===== src/rtl/sprite_pkg.sv =====
// Shared types and constants for the sprite ROM arbitration path.
package sprite_pkg;

  localparam int SPR_W     = 32;
  localparam int SPR_H     = 24;
  localparam int COORD_W   = 6;
  localparam int SPR_SEL_W = 2;
  localparam int ID_MAX_W  = 3;

  typedef enum logic [SPR_SEL_W-1:0] {
    SPR_CAR   = 2'd0,
    SPR_TRUCK = 2'd1,
    SPR_LOG   = 2'd2,
    SPR_FROG  = 2'd3
  } spr_sel_t;

  typedef enum logic [1:0] {
    IDLE  = 2'd0,
    RUN   = 2'd1,
    DRAIN = 2'd2
  } arb_state_t;

  // id is sized for the largest supported requester count (8)
  typedef struct packed {
    logic [COORD_W-1:0]  dx;
    logic [COORD_W-1:0]  dy;
    logic                dir;
    spr_sel_t            sel;
    logic [ID_MAX_W-1:0] id;
    logic                oor;
    logic                valid;
  } stage_t;

endpackage


===== src/rtl/rr_arbiter.sv =====
// Round-robin one-hot arbiter; the search starts at the pointer and the
// pointer moves past the winner on every issued grant.
module rr_arbiter #(
  parameter  int N   = 4,
  localparam int IDW = (N > 1) ? $clog2(N) : 1
) (
  input  logic           clk_i,
  input  logic           rst_n_i,
  input  logic [N-1:0]   req_i,
  input  logic           en_i,
  output logic [N-1:0]   gnt_o,
  output logic [IDW-1:0] gnt_id_o,
  output logic           gnt_valid_o
);

  localparam logic [IDW:0]   NUM  = (IDW+1)'(N);
  localparam logic [IDW-1:0] LAST = IDW'(N - 1);

  logic [IDW-1:0] ptr_q, ptr_d;
  logic [IDW-1:0] pick;
  logic [IDW:0]   idx;
  logic           found;

  always_comb begin
    found = 1'b0;
    pick  = '0;
    idx   = '0;
    for (int k = 0; k < N; k++) begin
      idx = {1'b0, ptr_q} + (IDW+1)'(k);
      if (idx >= NUM) idx = idx - NUM;
      if (!found && req_i[idx[IDW-1:0]]) begin
        found = 1'b1;
        pick  = idx[IDW-1:0];
      end
    end
  end

  assign gnt_valid_o = found && en_i;
  assign gnt_id_o    = pick;
  assign gnt_o       = gnt_valid_o ? (N'(1) << pick) : '0;

  always_comb begin
    ptr_d = ptr_q;
    if (gnt_valid_o) ptr_d = (pick == LAST) ? '0 : pick + IDW'(1);
  end

  always_ff @(posedge clk_i or negedge rst_n_i) begin
    if (!rst_n_i) ptr_q <= '0;
    else          ptr_q <= ptr_d;
  end

endmodule


===== src/rtl/sprite_rom_arbiter.sv =====
// Shares one combinational sprite-ROM port between NUM_REQ renderers with a
// two-stage pipeline: grant/address register, then registered ROM response.
//   state | meaning
//   IDLE  | nothing in flight, grants allowed when en is high
//   RUN   | granting and/or pipeline occupied
//   DRAIN | no grants, flushing in-flight stages
module sprite_rom_arbiter
  import sprite_pkg::*;
#(
  parameter  int NUM_REQ = 4,
  parameter  int SPR_W   = sprite_pkg::SPR_W,
  parameter  int SPR_H   = sprite_pkg::SPR_H,
  parameter  int SEL_W   = 2,
  localparam int IDW     = $clog2(NUM_REQ)
) (
  input  logic                   clk_i,
  input  logic                   rst_n_i,
  input  logic                   en_i,
  input  logic [NUM_REQ-1:0]     req_i,
  input  logic [NUM_REQ*6-1:0]   req_dx_i,
  input  logic [NUM_REQ*6-1:0]   req_dy_i,
  input  logic [NUM_REQ-1:0]     req_dir_i,
  input  logic [NUM_REQ*SEL_W-1:0] req_sel_i,
  output logic [NUM_REQ-1:0]     gnt_o,
  output logic [5:0]             rom_dx_o,
  output logic [5:0]             rom_dy_o,
  output logic                   rom_dir_o,
  output logic [SEL_W-1:0]       rom_sel_o,
  input  logic [7:0]             rom_data_i,
  output logic                   rsp_valid_o,
  output logic [IDW-1:0]         rsp_id_o,
  output logic [7:0]             rsp_data_o,
  output logic                   rsp_transp_o,
  output logic                   busy_o
);

  arb_state_t state_q, state_d;
  stage_t     s1_q, s1_d;

  logic [NUM_REQ-1:0] gnt;
  logic [IDW-1:0]     gnt_id;
  logic               gnt_valid;
  logic               any_req, pipe_empty, grant_en;

  logic [5:0]       f_dx, f_dy;
  logic             f_dir;
  logic [SEL_W-1:0] f_sel;

  logic           rsp_valid_q;
  logic [IDW-1:0] rsp_id_q;
  logic [7:0]     rsp_data_q;
  logic           rsp_transp_q;
  logic [7:0]     rd;
  logic           unused_id_bits;

  assign any_req    = |req_i;
  assign pipe_empty = !s1_q.valid && !rsp_valid_q;
  // rst_n_i gating keeps gnt low while reset is held, since gnt is combinational
  assign grant_en   = en_i && rst_n_i && (state_q != DRAIN);

  rr_arbiter #(.N(NUM_REQ)) u_rr (
    .clk_i      (clk_i),
    .rst_n_i    (rst_n_i),
    .req_i      (req_i),
    .en_i       (grant_en),
    .gnt_o      (gnt),
    .gnt_id_o   (gnt_id),
    .gnt_valid_o(gnt_valid)
  );

  always_comb begin
    state_d = state_q;
    case (state_q)
      IDLE:    if (en_i && any_req) state_d = RUN;
      RUN:     if (!en_i || (!any_req && pipe_empty)) state_d = DRAIN;
      DRAIN: begin
        if (pipe_empty) state_d = IDLE;
        else if (en_i)  state_d = RUN;
      end
      default: state_d = IDLE;
    endcase
  end

  always_comb begin
    f_dx  = '0;
    f_dy  = '0;
    f_dir = 1'b0;
    f_sel = '0;
    for (int i = 0; i < NUM_REQ; i++) begin
      if (gnt_id == IDW'(i)) begin
        f_dx  = req_dx_i[i*6 +: 6];
        f_dy  = req_dy_i[i*6 +: 6];
        f_dir = req_dir_i[i];
        f_sel = req_sel_i[i*SEL_W +: SEL_W];
      end
    end
  end

  always_comb begin
    s1_d = '0;
    if (gnt_valid) begin
      s1_d.valid = 1'b1;
      s1_d.dx    = f_dx;
      s1_d.dy    = f_dy;
      s1_d.dir   = f_dir;
      s1_d.sel   = spr_sel_t'(SPR_SEL_W'(f_sel));
      s1_d.id    = ID_MAX_W'(gnt_id);
      s1_d.oor   = (f_dx >= COORD_W'(SPR_W)) || (f_dy >= COORD_W'(SPR_H));
    end
  end

  assign rd = s1_q.oor ? 8'h00 : rom_data_i;

  always_ff @(posedge clk_i or negedge rst_n_i) begin
    if (!rst_n_i) begin
      state_q      <= IDLE;
      s1_q         <= '0;
      rsp_valid_q  <= 1'b0;
      rsp_id_q     <= '0;
      rsp_data_q   <= '0;
      rsp_transp_q <= 1'b0;
    end else begin
      state_q      <= state_d;
      s1_q         <= s1_d;
      rsp_valid_q  <= s1_q.valid;
      rsp_id_q     <= s1_q.id[IDW-1:0];
      rsp_data_q   <= s1_q.valid ? rd : 8'h00;
      rsp_transp_q <= s1_q.valid && (rd == 8'h00);
    end
  end

  assign unused_id_bits = ^s1_q.id;

  assign gnt_o        = gnt;
  assign rom_dx_o     = s1_q.dx;
  assign rom_dy_o     = s1_q.dy;
  assign rom_dir_o    = s1_q.dir;
  assign rom_sel_o    = SEL_W'(s1_q.sel);
  assign rsp_valid_o  = rsp_valid_q;
  assign rsp_id_o     = rsp_id_q;
  assign rsp_data_o   = rsp_data_q;
  assign rsp_transp_o = rsp_transp_q;
  assign busy_o       = (state_q != IDLE);

endmodule


===== config.mk =====
export PLATFORM = sky130hd
export DESIGN_NAME = sprite_rom_arbiter
export DESIGN_NICKNAME = d
export VERILOG_FILES = /design/src/rtl/sprite_pkg.sv /design/src/rtl/rr_arbiter.sv /design/src/rtl/sprite_rom_arbiter.sv
export SDC_FILE = /design/constraint.sdc
export NUM_CORES = 1
export LEC_CHECK = 0
export BUFFER_PORTS_ARGS = -buffer_cell sky130_fd_sc_hd__buf_2
export CAP_MARGIN = 20
export CORE_UTILIZATION = 48
export DETAILED_ROUTE_END_ITERATION = 10
export MAX_ROUTING_LAYER = met4
export PLACE_DENSITY = 0.85
export SYNTH_ARGS = -nofsm -noshare
export SYNTH_HDL_FRONTEND = slang
export SYNTH_SLANG_ARGS = --single-unit
export TNS_END_PERCENT = 5

===== constraint.sdc =====
create_clock -name clk_i -period 4.86 [get_ports clk_i]
set_input_delay 0.729 -clock clk_i [delete_from_list [all_inputs] [get_ports clk_i]]
set_output_delay 0.729 -clock clk_i [all_outputs]
set_load 0.01 [all_outputs]

-- Word-level counts from Yosys, hierarchy flattened
Index checks and enable logic that the tools add are counted.
W data, S select, Z words.
- bits in registers: 35
- bits of input ports: 75
- output and inout port bits: 32
- add/sub/neg operators: 8
- order comparisons: 10
- equal/unequal tests: 9
- shift operators: 1
- multiplexer cells: 46
- reduce and logical (&&, ||, !) cells: 25
- operators by type and width (kind ; count):
    $mux W6 ; 8
    $mux W2 ; 17
    $mux W20 ; 1
    $mux W8 ; 2
    $lt A2 B3 Y1 const B ; 4
    $mux W1 ; 12
    $logic_and A1 B1 Y1 ; 10
    $ge A3 B3 Y1 const B ; 3
    $bmux W1 S2 ; 4
    $logic_not A8 Y1 ; 1
    $sub A2 B1 Y2 const B ; 4
    $logic_not A1 Y1 ; 7
    $add A2 B2 Y3 const B ; 2
    $eq A2 B2 Y1 const B ; 3
    $ge A6 B5 Y1 const B ; 1
    $ge A6 B6 Y1 const B ; 1
    $ne A2 B2 Y1 const B ; 3
    $pmux W2 S3 ; 1
    $eq A2 B1 Y1 const B ; 2
    $logic_not A2 Y1 ; 2
    $mux W4 ; 1
    $reduce_or A4 Y1 ; 1
    $shl A1 B2 Y4 const A ; 1
    $add A2 B1 Y3 const B ; 1
    6 further kinds ; 7

-- Longest topological paths before layout
- word-level depth: 22
- mapped depth: 11
- mapped depth without buffers: 9

-- Modules after synthesis
Synthesis repeated with hierarchy kept, for this count alone.
- cells, all modules: 141
- area, all modules: 1870.5 um^2
- by module, submodules not included (module ; instances ; cells an instance ; area each (um^2)):
    sprite_rom_arbiter ; 1 ; 110 ; 1596.5
    rr_arbiter ; 1 ; 31 ; 274.0

-- Worst setup path before layout
Ideal clock, no wire load.
- path kind: in2out
- start point: input port req_i[2]
- end point: output port gnt_o[3]
- arrival: 2.144 ns
- required time: 4.131 ns
- slack: 1.987 ns
- stages on the path: 7
- cell sequence: nand2_1 nor2_1 a311oi_1 ha_1 buf_2 clkbuf_1 and2_1
- cells in the longest elaborated chain, start to end: 14
- elaborated cells on any way between the ends: 25
- classes of those cells: 1 x shift; 17 x mux; 7 x reduce/logical
- ends and longest elaborated chain (item ; RTL line ; RTL):
    start: declaration ; sprite_rom_arbiter.sv:19 ; input logic [NUM_REQ-1:0] req_i,
    $bmux W1 S2 ; rr_arbiter.sv:31 ; if (!found && req_i[idx[IDW-1:0]]) begin
    $mux W1 (not written as such) ; rr_arbiter.sv:31 ;
    $mux W1 ; rr_arbiter.sv:31 ;
    $logic_not A1 Y1 ; rr_arbiter.sv:31 ;
    $logic_and A1 B1 Y1 ; rr_arbiter.sv:31 ;
    $mux W1 ; rr_arbiter.sv:31 ;
    $logic_not A1 Y1 ; rr_arbiter.sv:31 ;
    $logic_and A1 B1 Y1 ; rr_arbiter.sv:31 ;
    $mux W1 ; rr_arbiter.sv:31 ;
    $logic_not A1 Y1 ; rr_arbiter.sv:31 ;
    $logic_and A1 B1 Y1 ; rr_arbiter.sv:31 ;
    $mux W2 or $mux W1 (tied branches) ; rr_arbiter.sv:31 ;
    $shl A1 B2 Y4 or $logic_and A1 B1 Y1 (tied branches) ; rr_arbiter.sv:40, rr_arbiter.sv:38 ;
    $mux W4 * ; rr_arbiter.sv:40 ; assign gnt_o = gnt_valid_o ? (N'(1) << pick) : '0;
    end: declaration ; sprite_rom_arbiter.sv:24 ; output logic [NUM_REQ-1:0] gnt_o,
Every way passes the cells marked *; elsewhere a longest branch is shown, timed or not. The select of a mux whose other input is x is not followed.

-- Worst setup path after layout
- start point: input port req_i[3]
- end point: output port gnt_o[2]
The elaborated chain is that of the path after synthesis.

==> flow_summary.ini <==
[critical_path]
crit_path_frequent_cell = buf_2
slowest_delay_ps = 600
endpoint_kind = primary output
critPathRequiredTime_ps = 4130
crit_fanout = 32
cp-start-kind = primary input
crit_type = primary input to primary output
cp_cell_sequence = buf_2 -> nand2_1 -> a311oi_1 -> inv_1 -> ha_1 -> and2_1 -> buf_2
worstPathArrival_ps = 2730
slowest_stage = ha_1

[global_route]
antenna_found_initial = 0
grtUsageTotal = 0.2447
grt_pass1_wl_um = 7458
grt_max_degree = 39
grt_remaining_overflow = 0
first_global_vias = 1670

[power]
combPwrFrac = 0.427
peakVddDrop_mv = 0.1624
p_sw_uw = 376.3
switching_share = 0.3714
sequentialPowerShare = 0.350
leakagePower_uw = 0.001376
p_int_uw = 637.0
powerDensity_mw_per_mm2 = 405.6
p_clk_frac = 0.224

[routing]
drc = 0
routed.top_layer = met4
met3_length_um = 305
wl_per_cell_um = 13.37
dr.pass1.iters = 4
first_iter_violations = 119
vias = 1807
routedLengthMet1_um = 2007
final_antenna_net_count = 0
routed_via_density = 5.076
routed_wl_um = 4759
wl_met2_um = 2292

[clock_tree]
numClockSinks = 35
clk_pin_slew_worst_paths_ps = 70
h-tree-depth = 2
cts_root_buf = clkbuf_8
hold_buffers = 0
post_cts_buffers = 0
cts-resized-gates = 0
cts_made_buffers = 5
insertion_delay_ps = 290
cts_tree = yes
clockBufferDepth = 2

[hold_path]
min_path_type = flop to flop

[finish]
utilization = 0.6626
final_cell_mix = 106 x buf_2, 35 x dfrtp_1, 31 x a21oi_1, 20 x nand2_1, 18 x nor2_1
regArea_sq_um = 875.8
mostFrequentLayoutCell = buf_2
multi_input_area_sq_um = 857.1
finalNetCount = 386
drive_above_1_share = 0.3929
antenna_cells = 0
fillCellCount = 311
area_delta_synth_final_pct = 28.26

[yosys]
synth_area_sq_mm = 0.001948
syn_inst = 217
yosysSeqAreaShare = 0.4496
netlist.area_leader.share = 0.4496
synthTopCellsByArea = dfrtp_1 45%, a21oi_1 8.0%, buf_4 5.4%, a22oi_1 4.2%, and2_1 4.2%
ys_seq_elements = 35
synth_area_leader_cell = dfrtp_1
yosysUniqueCellTypes = 33
synth_warnings = 0
syn_area_per_cell_sq_um = 8.978
syn_nets = 296

[timing]
maxSlewViolCount = 0
rsz0062_at_grt = no
max_slew.worst_pin.slew_ps = 1054
fmax_mhz = 288.7
hold_violations = 0
skew_ps = 5.794
finalCritPeriodShare = 0.7127
slew_headroom = 0.2976
setup_violations = 0
finalCriticalPeriod_ps = 3464
final.setup.tns_ps = 0

[floorplanning]
core_sq_mm = 0.003771
fp.dieH_um = 65.71
io_pins = 107
dieArea_sq_mm = 0.004317
start_util = 0.5166
rows = 22
die_x_um = 65.71

[placed_design]
numPortBuffers = 106
gp_congestion = 0.9182
dp_hpwl_um = 3614

[job]
maxCapViolations = 0

[outcome]
status = completed
## registers in the layout (all words and copies together), names as in the netlist
register	cells
s1_q	4
state_q	2
rom_dy_o	6
u_rr.ptr_q	2
rsp_id_o	2
rom_dx_o	6
rsp_valid_o	1
rom_dir_o	1
rsp_transp_o	1
rom_sel_o	2
rsp_data_o	8
## metrics by stage
stage	power, uW	area, sq um	cells	setup slack, ps	hold WS (ps)
final	1013	2499	356	1396	353.5
after CTS	1020	2499	356	1430	355.5
after global routing	1093	2499	356	1308	374.2
after global placement	776.1	2399	348	1531	331.4
after floorplan	683.8	1948	217	1987	331.2
after detailed placement	789.8	2399	348	1429	346.5
## critical path, delay by kind of cell
kind | cells | cell delay, ps
buffers and inverters | 3 | 450
AND/OR/NAND/NOR | 2 | 370
AO/OA/AOI/OAI | 1 | 570
adder cells (fa/ha/maj) | 1 | 600
## layout make-up
cell class / instances / area share
Inverter: 16 / 0.02404
Multi-Input combinational cell: 141 / 0.3430
Tap cell: 48 / 0.02404
Clock buffer: 8 / 0.04006
Timing Repair Buffer: 108 / 0.2183
Sequential cell: 35 / 0.3505
## layer usage
layer,vias up,global-route usage
li1,899,-
met1,808,0.3067
met2,82,0.3508
met3,18,0.06250
met4,0,0.1522
met5,-,-
## power groups by stage
stage | registers [uW] | clock network [uW] | logic (uW)
2_1_floorplan | 358 | 0 | 326
3_3_place_gp | 358 | 0 | 418
3_5_place_dp | 359 | 0 | 430
4_1_cts | 355 | 234 | 431
5_1_grt | 359 | 245 | 488
6_report | 355 | 227 | 432
## cell usage after synthesis
cell type,count
a311oi_4,1
nor2b_1,5
nor4_1,2
nand3b_1,3
clkbuf_1,3
o2bb2ai_1,1
a311oi_1,2
buf_4,14
a21oi_1,31
a22oi_1,11
buf_2,7
nand2_1,20
nand4_1,1
or2b_1,1
o21ai_0,14
nor2_1,18
a41oi_1,1
a22o_1,1
o21a_1,1
nand4b_4,1
dfrtp_1,35
a311oi_2,1
nor3b_2,1
ha_1,4
o22ai_1,1
nand3_1,1
or2_2,1
inv_1,16
a211o_1,1
nor4_4,1
and2_1,13
buf_1,1
nand2b_1,3
## path summary, 6_finish.rpt
path                               startpoint           to  slack (ps)  cells after the start
worst max-delay path                 req_i[3]     gnt_o[2]        1400                      7
worst min-delay path                  s1_q[2]  rsp_id_o[0]         350                      0
worst max register to register  u_rr.ptr_q[1]      s1_q[1]        1780                      8
worst min register to register        s1_q[2]  rsp_id_o[0]         350                      0
max in group asynchronous             rst_n_i  rom_dy_o[2]        3820                      1
min in group asynchronous             rst_n_i   state_q[1]         530                      1
## cell families after synthesis
group | share of synthesized area
fa+ha+maj | 0.02569
flops | 0.4496
compound gates | 0.2132
buf+inv | 0.1105
simple gates | 0.2010
Note: power is estimated with default switching activity, not from simulation.
